$ cat src/rtl/fetch_if.sv
// Instruction-fetch bus bundle: memory request/response plus the
// decode-side instruction handshake and next-PC controls.
// Shared width and pc_src encoding macros are defined here and guarded
// so every file of the bundle can repeat them safely.

`ifndef W_CPU
`define W_CPU 32
`endif
`ifndef W_PC_SRC
`define W_PC_SRC 2
`endif
`ifndef W_JADDR
`define W_JADDR 26
`endif
`ifndef W_IMM
`define W_IMM 16
`endif
`ifndef PC_SRC_NEXT
`define PC_SRC_NEXT 2'd0
`endif
`ifndef PC_SRC_JUMP
`define PC_SRC_JUMP 2'd1
`endif
`ifndef PC_SRC_BRCH
`define PC_SRC_BRCH 2'd2
`endif
`ifndef PC_SRC_REGF
`define PC_SRC_REGF 2'd3
`endif

interface fetch_if;
  logic                 imem_req;
  logic [`W_CPU-1:0]    imem_addr;
  logic                 imem_ack;
  logic [`W_CPU-1:0]    imem_rdata;
  logic [`W_CPU-1:0]    inst;
  logic                 inst_valid;
  logic                 inst_ready;
  logic [`W_CPU-1:0]    pc_out;
  logic [`W_PC_SRC-1:0] pc_src;
  logic [`W_JADDR-1:0]  jump_addr;
  logic [`W_IMM-1:0]    imm;
  logic                 br_taken;
  logic [`W_CPU-1:0]    reg_target;

  // Fetch unit side
  modport master (
    output imem_req, imem_addr, inst, inst_valid, pc_out,
    input  imem_ack, imem_rdata, inst_ready, pc_src, jump_addr, imm,
           br_taken, reg_target
  );

  // Memory/decode environment side
  modport slave (
    input  imem_req, imem_addr, inst, inst_valid, pc_out,
    output imem_ack, imem_rdata, inst_ready, pc_src, jump_addr, imm,
           br_taken, reg_target
  );
endinterface

$ cat src/rtl/fetch.sv
// Instruction fetch stage: requests the word at PC, holds it for decode
// until accepted, then computes the next PC from the decode controls.
// Optional feature macro: FETCH_PREFETCH_EN -- while an instruction is
// held, prefetch the sequential word into a one-entry buffer. Without the
// macro no request is issued while an instruction is held.

`ifndef W_CPU
`define W_CPU 32
`endif
`ifndef PC_SRC_NEXT
`define PC_SRC_NEXT 2'd0
`endif
`ifndef PC_SRC_JUMP
`define PC_SRC_JUMP 2'd1
`endif
`ifndef PC_SRC_BRCH
`define PC_SRC_BRCH 2'd2
`endif
`ifndef PC_SRC_REGF
`define PC_SRC_REGF 2'd3
`endif

module fetch #(
  parameter logic [`W_CPU-1:0] RESET_PC = 32'h0040_0000
) (
  input  logic    clk,
  input  logic    rst,
  fetch_if.master bus
);

  // S_DRAIN waits out an abandoned prefetch; unreachable without prefetch.
  typedef enum logic [1:0] {
    S_FETCH,
    S_VALID,
    S_DRAIN
  } state_t;

  state_t            state, state_next;
  logic [`W_CPU-1:0] pc, pc_next;
  logic [`W_CPU-1:0] inst_r, inst_next;
  logic [`W_CPU-1:0] pc_out_r, pc_out_next;
  logic              valid_r, valid_next;
  logic              req;
  logic [`W_CPU-1:0] addr;
  logic [`W_CPU-1:0] p4;
  logic [`W_CPU-1:0] br_off;
  logic [`W_CPU-1:0] target;
  logic              accept;
`ifdef FETCH_PREFETCH_EN
  logic              pf_full, pf_full_next;
  logic [`W_CPU-1:0] pf_data, pf_data_next;
  logic [`W_CPU-1:0] drain_addr, drain_next;
  logic              ack_now;
`endif

  // Next-PC candidate from the decode controls, relative to the held instruction
  always_comb begin
    p4     = pc_out_r + 32'd4;
    br_off = {{14{bus.imm[15]}}, bus.imm, 2'b00};
    accept = valid_r & bus.inst_ready;
    case (bus.pc_src)
      `PC_SRC_NEXT: target = p4;
      `PC_SRC_JUMP: target = {p4[31:28], bus.jump_addr, 2'b00};
      `PC_SRC_BRCH: target = bus.br_taken ? p4 + br_off : p4;
      `PC_SRC_REGF: target = bus.reg_target & ~32'h3;
      default:      target = p4;
    endcase
  end

  // Next-state and output logic for the request/hold handshake
  always_comb begin
    state_next  = state;
    pc_next     = pc;
    inst_next   = inst_r;
    pc_out_next = pc_out_r;
    valid_next  = valid_r;
    req         = 1'b0;
    addr        = pc;
`ifdef FETCH_PREFETCH_EN
    pf_full_next = pf_full;
    pf_data_next = pf_data;
    drain_next   = drain_addr;
    ack_now      = 1'b0;
`endif
    case (state)
      S_FETCH: begin
        req = 1'b1;
        if (bus.imem_ack) begin
          inst_next   = bus.imem_rdata;
          pc_out_next = pc;
          valid_next  = 1'b1;
          state_next  = S_VALID;
        end
      end
      S_VALID: begin
`ifdef FETCH_PREFETCH_EN
        req     = ~pf_full;
        addr    = p4;
        ack_now = req & bus.imem_ack;
        if (ack_now) begin
          pf_full_next = 1'b1;
          pf_data_next = bus.imem_rdata;
        end
`endif
        if (accept) begin
          valid_next = 1'b0;
          pc_next    = target;
          state_next = S_FETCH;
`ifdef FETCH_PREFETCH_EN
          pf_full_next = 1'b0;
          if (target == p4) begin
            if (pf_full | ack_now) begin
              inst_next   = pf_full ? pf_data : bus.imem_rdata;
              pc_out_next = p4;
              valid_next  = 1'b1;
              state_next  = S_VALID;
            end
          end else if (req & ~bus.imem_ack) begin
            drain_next = p4;
            state_next = S_DRAIN;
          end
`endif
        end
      end
`ifdef FETCH_PREFETCH_EN
      S_DRAIN: begin
        req  = 1'b1;
        addr = drain_addr;
        if (bus.imem_ack) state_next = S_FETCH;
      end
`endif
      default: state_next = S_FETCH;
    endcase
  end

  // State and datapath registers, cleared asynchronously by reset
  always_ff @(posedge clk or posedge rst) begin
    if (rst) begin
      state    <= S_FETCH;
      pc       <= RESET_PC;
      inst_r   <= '0;
      pc_out_r <= '0;
      valid_r  <= 1'b0;
`ifdef FETCH_PREFETCH_EN
      pf_full    <= 1'b0;
      pf_data    <= '0;
      drain_addr <= '0;
`endif
    end else begin
      state    <= state_next;
      pc       <= pc_next;
      inst_r   <= inst_next;
      pc_out_r <= pc_out_next;
      valid_r  <= valid_next;
`ifdef FETCH_PREFETCH_EN
      pf_full    <= pf_full_next;
      pf_data    <= pf_data_next;
      drain_addr <= drain_next;
`endif
    end
  end

  assign bus.imem_req   = req & ~rst;
  assign bus.imem_addr  = addr;
  assign bus.inst       = inst_r;
  assign bus.inst_valid = valid_r;
  assign bus.pc_out     = pc_out_r;

endmodule

$ cat src/flat_wrapper.sv
// flat-port wrapper written by rule: the top's interface ports become plain ports
module fetch_flat 
#(
  parameter logic [`W_CPU-1:0] RESET_PC = 32'h0040_0000
)
  (clk, rst, bus_imem_req, bus_imem_addr, bus_inst, bus_inst_valid, bus_pc_out, bus_imem_ack, bus_imem_rdata, bus_inst_ready, bus_pc_src, bus_jump_addr, bus_imm, bus_br_taken, bus_reg_target);
  fetch_if bus_i ();
  input  logic clk;
  input  logic rst;
  output wire logic [$bits(bus_i.imem_req)-1:0] bus_imem_req;
  output wire logic [$bits(bus_i.imem_addr)-1:0] bus_imem_addr;
  output wire logic [$bits(bus_i.inst)-1:0] bus_inst;
  output wire logic [$bits(bus_i.inst_valid)-1:0] bus_inst_valid;
  output wire logic [$bits(bus_i.pc_out)-1:0] bus_pc_out;
  input wire logic [$bits(bus_i.imem_ack)-1:0] bus_imem_ack;
  input wire logic [$bits(bus_i.imem_rdata)-1:0] bus_imem_rdata;
  input wire logic [$bits(bus_i.inst_ready)-1:0] bus_inst_ready;
  input wire logic [$bits(bus_i.pc_src)-1:0] bus_pc_src;
  input wire logic [$bits(bus_i.jump_addr)-1:0] bus_jump_addr;
  input wire logic [$bits(bus_i.imm)-1:0] bus_imm;
  input wire logic [$bits(bus_i.br_taken)-1:0] bus_br_taken;
  input wire logic [$bits(bus_i.reg_target)-1:0] bus_reg_target;
  assign bus_imem_req = bus_i.imem_req;
  assign bus_imem_addr = bus_i.imem_addr;
  assign bus_inst = bus_i.inst;
  assign bus_inst_valid = bus_i.inst_valid;
  assign bus_pc_out = bus_i.pc_out;
  assign bus_i.imem_ack = bus_imem_ack;
  assign bus_i.imem_rdata = bus_imem_rdata;
  assign bus_i.inst_ready = bus_inst_ready;
  assign bus_i.pc_src = bus_pc_src;
  assign bus_i.jump_addr = bus_jump_addr;
  assign bus_i.imm = bus_imm;
  assign bus_i.br_taken = bus_br_taken;
  assign bus_i.reg_target = bus_reg_target;
  fetch #(.RESET_PC(RESET_PC)) u_core (.clk(clk), .rst(rst), .bus(bus_i));
endmodule
$ cat config.mk
export PLATFORM = sky130hd
export DESIGN_NAME = fetch_flat
export DESIGN_NICKNAME = d
export VERILOG_FILES = /design/src/rtl/fetch_if.sv /design/src/rtl/fetch.sv /design/src/flat_wrapper.sv
export SDC_FILE = /design/constraint.sdc
export NUM_CORES = 1
export LEC_CHECK = 0
export BUFFER_PORTS_ARGS = -buffer_cell sky130_fd_sc_hd__buf_2
export CAP_MARGIN = 20
export CORE_ASPECT_RATIO = 0.75
export CORE_MARGIN = 10
export CORE_UTILIZATION = 56
export CTS_CLUSTER_SIZE = 12
export DETAILED_ROUTE_END_ITERATION = 12
export PLACE_DENSITY = 0.95
export SLEW_MARGIN = 20
export SYNTH_ARGS = -nofsm -noshare
export SYNTH_HDL_FRONTEND = slang
export SYNTH_SLANG_ARGS = --single-unit
$ cat constraint.sdc
create_clock -name clk -period 6.8 [get_ports clk]
set_clock_uncertainty 0.2 [all_clocks]
set_input_delay 2.04 -clock clk [delete_from_list [all_inputs] [get_ports clk]]
set_output_delay 2.04 -clock clk [all_outputs]
set_load 0.01 [all_outputs]
==> summary.txt <==
Final layout
  – Proportion of layout cells with a drive suffix above 1: 36.5%
  – Net total in the final layout: 1,041
  – Synth-to-Final Area Change: 22.2%
  – Final core utilization: 70.2%
  – Top library cells by usage in the layout, fill and taps aside: 208 x buf_2, 96 x dfrtp_1, 86 x nand2_1, 66 x mux2_2, 50 x nor2_1
  – Final standard cell area without fillers: 8160 µm²
  – Inserted Diodes: 0
  – Leading cell type in the layout, fill and taps excluded: buf_2

Clock network
  – Post-cts gate resize count: 0
  – Clock latency on the worst-skew pair: 0.35 ns
  – TritonCTS clock tree: built
  – Number of buffers inserted by post-CTS setup repair: 0
  – CTS Sinks: 97
  – H-tree level count: 3
  – Root buffer cell: clkbuf_16
  – CTS clock-pin slew for the worst setup and hold paths: ~0.080 ns
  – Maximum number of buffers from clock root to sink: 2
  – Number of buffers added to fix hold violations after cts: 0
  – CTS buffer count: 9

Die
  – Die Height: about 110 µm
  – Overall die area: 16,700 µm²
  – Standard-cell row count: 34
  – I/O Pins: 211
  – Floorplan core area: 11,600 µm²
  – Horizontal extent of the die: 146 µm
  – Effective utilization at floorplan: around 57%

Worst setup path
  – Critical-path top delay cell: buf_2
  – Top fanout value on the critical path: 2
  – Data arrival time of the worst path: 2.39 ns
  – Library cell appearing most often on the critical path: buf_2
  – Critical path endpoint category: primary output
  – Classification of the worst setup path: primary input to primary output
  – Slowest stage delay, CP: 0.14 ns
  – Buffer and inverter count on the worst path: 2
  – Endpoint required time on the critical path: between 4 and 5 ns
  – Top Family by Delay on Critical Path: buffers and inverters
  – Sequence of cells on the critical path: buf_2 > nor2_1 > buf_2
  – Type of origin of the critical path: primary input

Global routing
  – Wire length of the first global-routing pass: about 35,000 µm
  – Maximum number of pins on one net before global-route repair: 52
  – Number of global-route vias before repair: 6,650
  – Overflow left after global routing: 0
  – Total global routing track utilization: 25.2%
  – Antenna violations before repair: 0

Synth
  – Number of library cell types mapped by synthesis: 70
  – Share of the synthesized area in the top cell type: between 30 and 40%
  – Number of synthesized flops with an enable pin: 0
  – Cell taking the most area after synthesis: dfrtp_1
  – Async S/R FF share, synth: 100%
  – Flip-flop and latch count after synthesis: 97
  – Number of nets in the synthesized netlist: roughly 850
  – Ys flop type: dfrtp_1
  – Post-Synthesis Cell Area: 6670 µm²
  – Warning count from the yosys run: 0
  – Cells taking the most area after synthesis: dfrtp_1 36%, mux2_2 11%, ha_1 6.4%, nand2_1 4.9%, xnor2_1 4.2%
  – Syn Inst Count: 704
  – Portion of the post-synthesis area used by sequential elements: 36.4%
  – Synth Area per Inst: 9.48 µm²

Detailed routing
  – DRC violation count after routing: 0
  – Number of nets with antenna violations after detailed routing: 0
  – Overall via count from detail_route: 6,380
  – Number of iterations in the first detailed-routing pass: 6
  – Total detailed-routing wirelength: 22,000 µm
  – Detailed router's first-iteration violation count: about 550
  – Per-cell via count in the routed design: 6.02
  – Average routed wire per standard cell: 20.7 µm

Placement
  – Routability congestion estimate: 0.947
  – Worst setup slack before clock tree synthesis: approximately 2 ns
  – Detailed Place HPWL: 16,400 µm
  – Quantity of I/O buffers inserted on ports: 208
  – Placed inst area: 7830 µm²

Timing
  – Fin. Hold Viols: 0
  – Worst setup slack after layout: around 2.2 ns
  – Slew at the pin closest to its max-slew limit: 1.07 ns
  – Final number of max-transition violations: 0
  – Final number of setup-violating endpoints: 0
  – Time the worst path needs with I/O delays and setup: 4.63 ns
  – Unrepaired setup endpoints after global routing: false
  – Setup TNS: 0 ns
  – Crit share post-route: around two thirds
  – Slew margin rel.: 28.7%
  – Achievable Freq: 0.216 GHz

Job
  – Max-Cap Viols: 0

Min path
  – Worst min-delay path category: flip-flop to flip-flop

Power and ir drop
  – Leakage dissipation: 3.89 nW
  – Worst vdd rail ir drop: 0.000242 V
  – Cell area power density: around 410 nW/µm²
  – Power consumption: approximately 3.3 mW

Run status
  – Outcome: finished, final reports clean
[sequential cells by signal (all words and copies together) (netlist names)]
name                  flops
u_core.bus.imem_addr     32
u_core.bus.inst          32
u_core.bus.pc_out        32
u_core.state              1
[path summary, 6_finish.rpt]
path	startpoint	end	slack (ns)	cells after the start
worst max-delay path	rst	bus_imem_req	2.17	3
worst min-delay path	u_core.bus.imem_addr[12]$_DFFE_PP0P_	u_core.bus.imem_addr[12]$_DFFE_PP0P_	0.31	2
worst max register to register	u_core.bus.pc_out[2]$_DFFE_PP0P_	u_core.bus.imem_addr[31]$_DFFE_PP0P_	2.31	15
worst min register to register	u_core.bus.imem_addr[12]$_DFFE_PP0P_	u_core.bus.imem_addr[12]$_DFFE_PP0P_	0.31	2
max in group asynchronous	rst	u_core.bus.pc_out[30]$_DFFE_PP0P_	3.76	3
min in group asynchronous	rst	u_core.bus.pc_out[0]$_DFFE_PP0P_	1.55	2
[worst register-to-register path: stages, from the launching register on]
cell,delay (ns)
dfrtp_1,0.49
ha_1,0.37
nand4_4,0.23
or3_1,0.55
nor2_1,0.16
xor2_1,0.11
ha_1,0.43
a21oi_2,0.08
nor2b_1,0.11
o21ai_1,0.09
a2111oi_0,0.83
a2111oi_4,0.13
o31ai_4,0.11
xnor2_1,0.16
mux2i_1,0.22
a21oi_1,0.08
[per-layer routing]
layer	global-route usage, %	wire length [µm]	vias up
met4	7.58	486	0
met2	42.1	10400	372
met5	0	0	-
li1	-	-	2922
met3	8.14	2360	43
met1	30.7	8730	3043
[cells by family after synthesis]
kind of cell,Yosys count,synth area share [%]
DFF,97,36.4
buffers and inverters,45,2.68
xor gates and xnor gates,50,6.79
adders and majority gates,35,6.68
AOI/OAI and AO/OA,175,17.9
and+or+nand+nor,222,16.4
muxes,80,13.2
[cell usage after synthesis (all sizes together), types with 3 or more instances]
cell type,instances
a211oi,3
a21boi,3
a21o,16
a21oi,50
a221oi,10
a22o,3
a31oi,5
and2,3
and3,8
buf,9
clkbuf,27
dfrtp,96
ha,34
inv,9
mux2,66
mux2i,14
nand2,87
nand2b,10
nand3,20
nand3b,3
nand4,10
nor2,50
nor2b,6
nor3,14
o21a,6
o21ai,53
o221ai,3
o22ai,3
o31ai,5
or2,3
xnor2,34
xor2,16
[per-stage QoR]
step                      cells  hold WS (ns)
after floorplan             704         0.321
after global placement     1044         0.279
after detailed placement   1044         0.290
after CTS                  1060         0.309
after global routing       1060         0.332
final                      1060         0.308
[cell type report]
type,count,area (µm²)
clock buffer,9,225
clock inverter,7,101
fill,866,3460
inverter,9,36.3
multi-input combinational,562,4080
sequential,97,2430
tap,162,203
timing repair buffer,214,1090
[where the power goes]
part           total (mW)  switching (mW)  internal (mW)
Clock               0.548           0.278          0.270
Combinational        1.75           0.979          0.774
Sequential           1.01           0.236          0.778
Note: power is estimated with default switching activity, not from simulation.
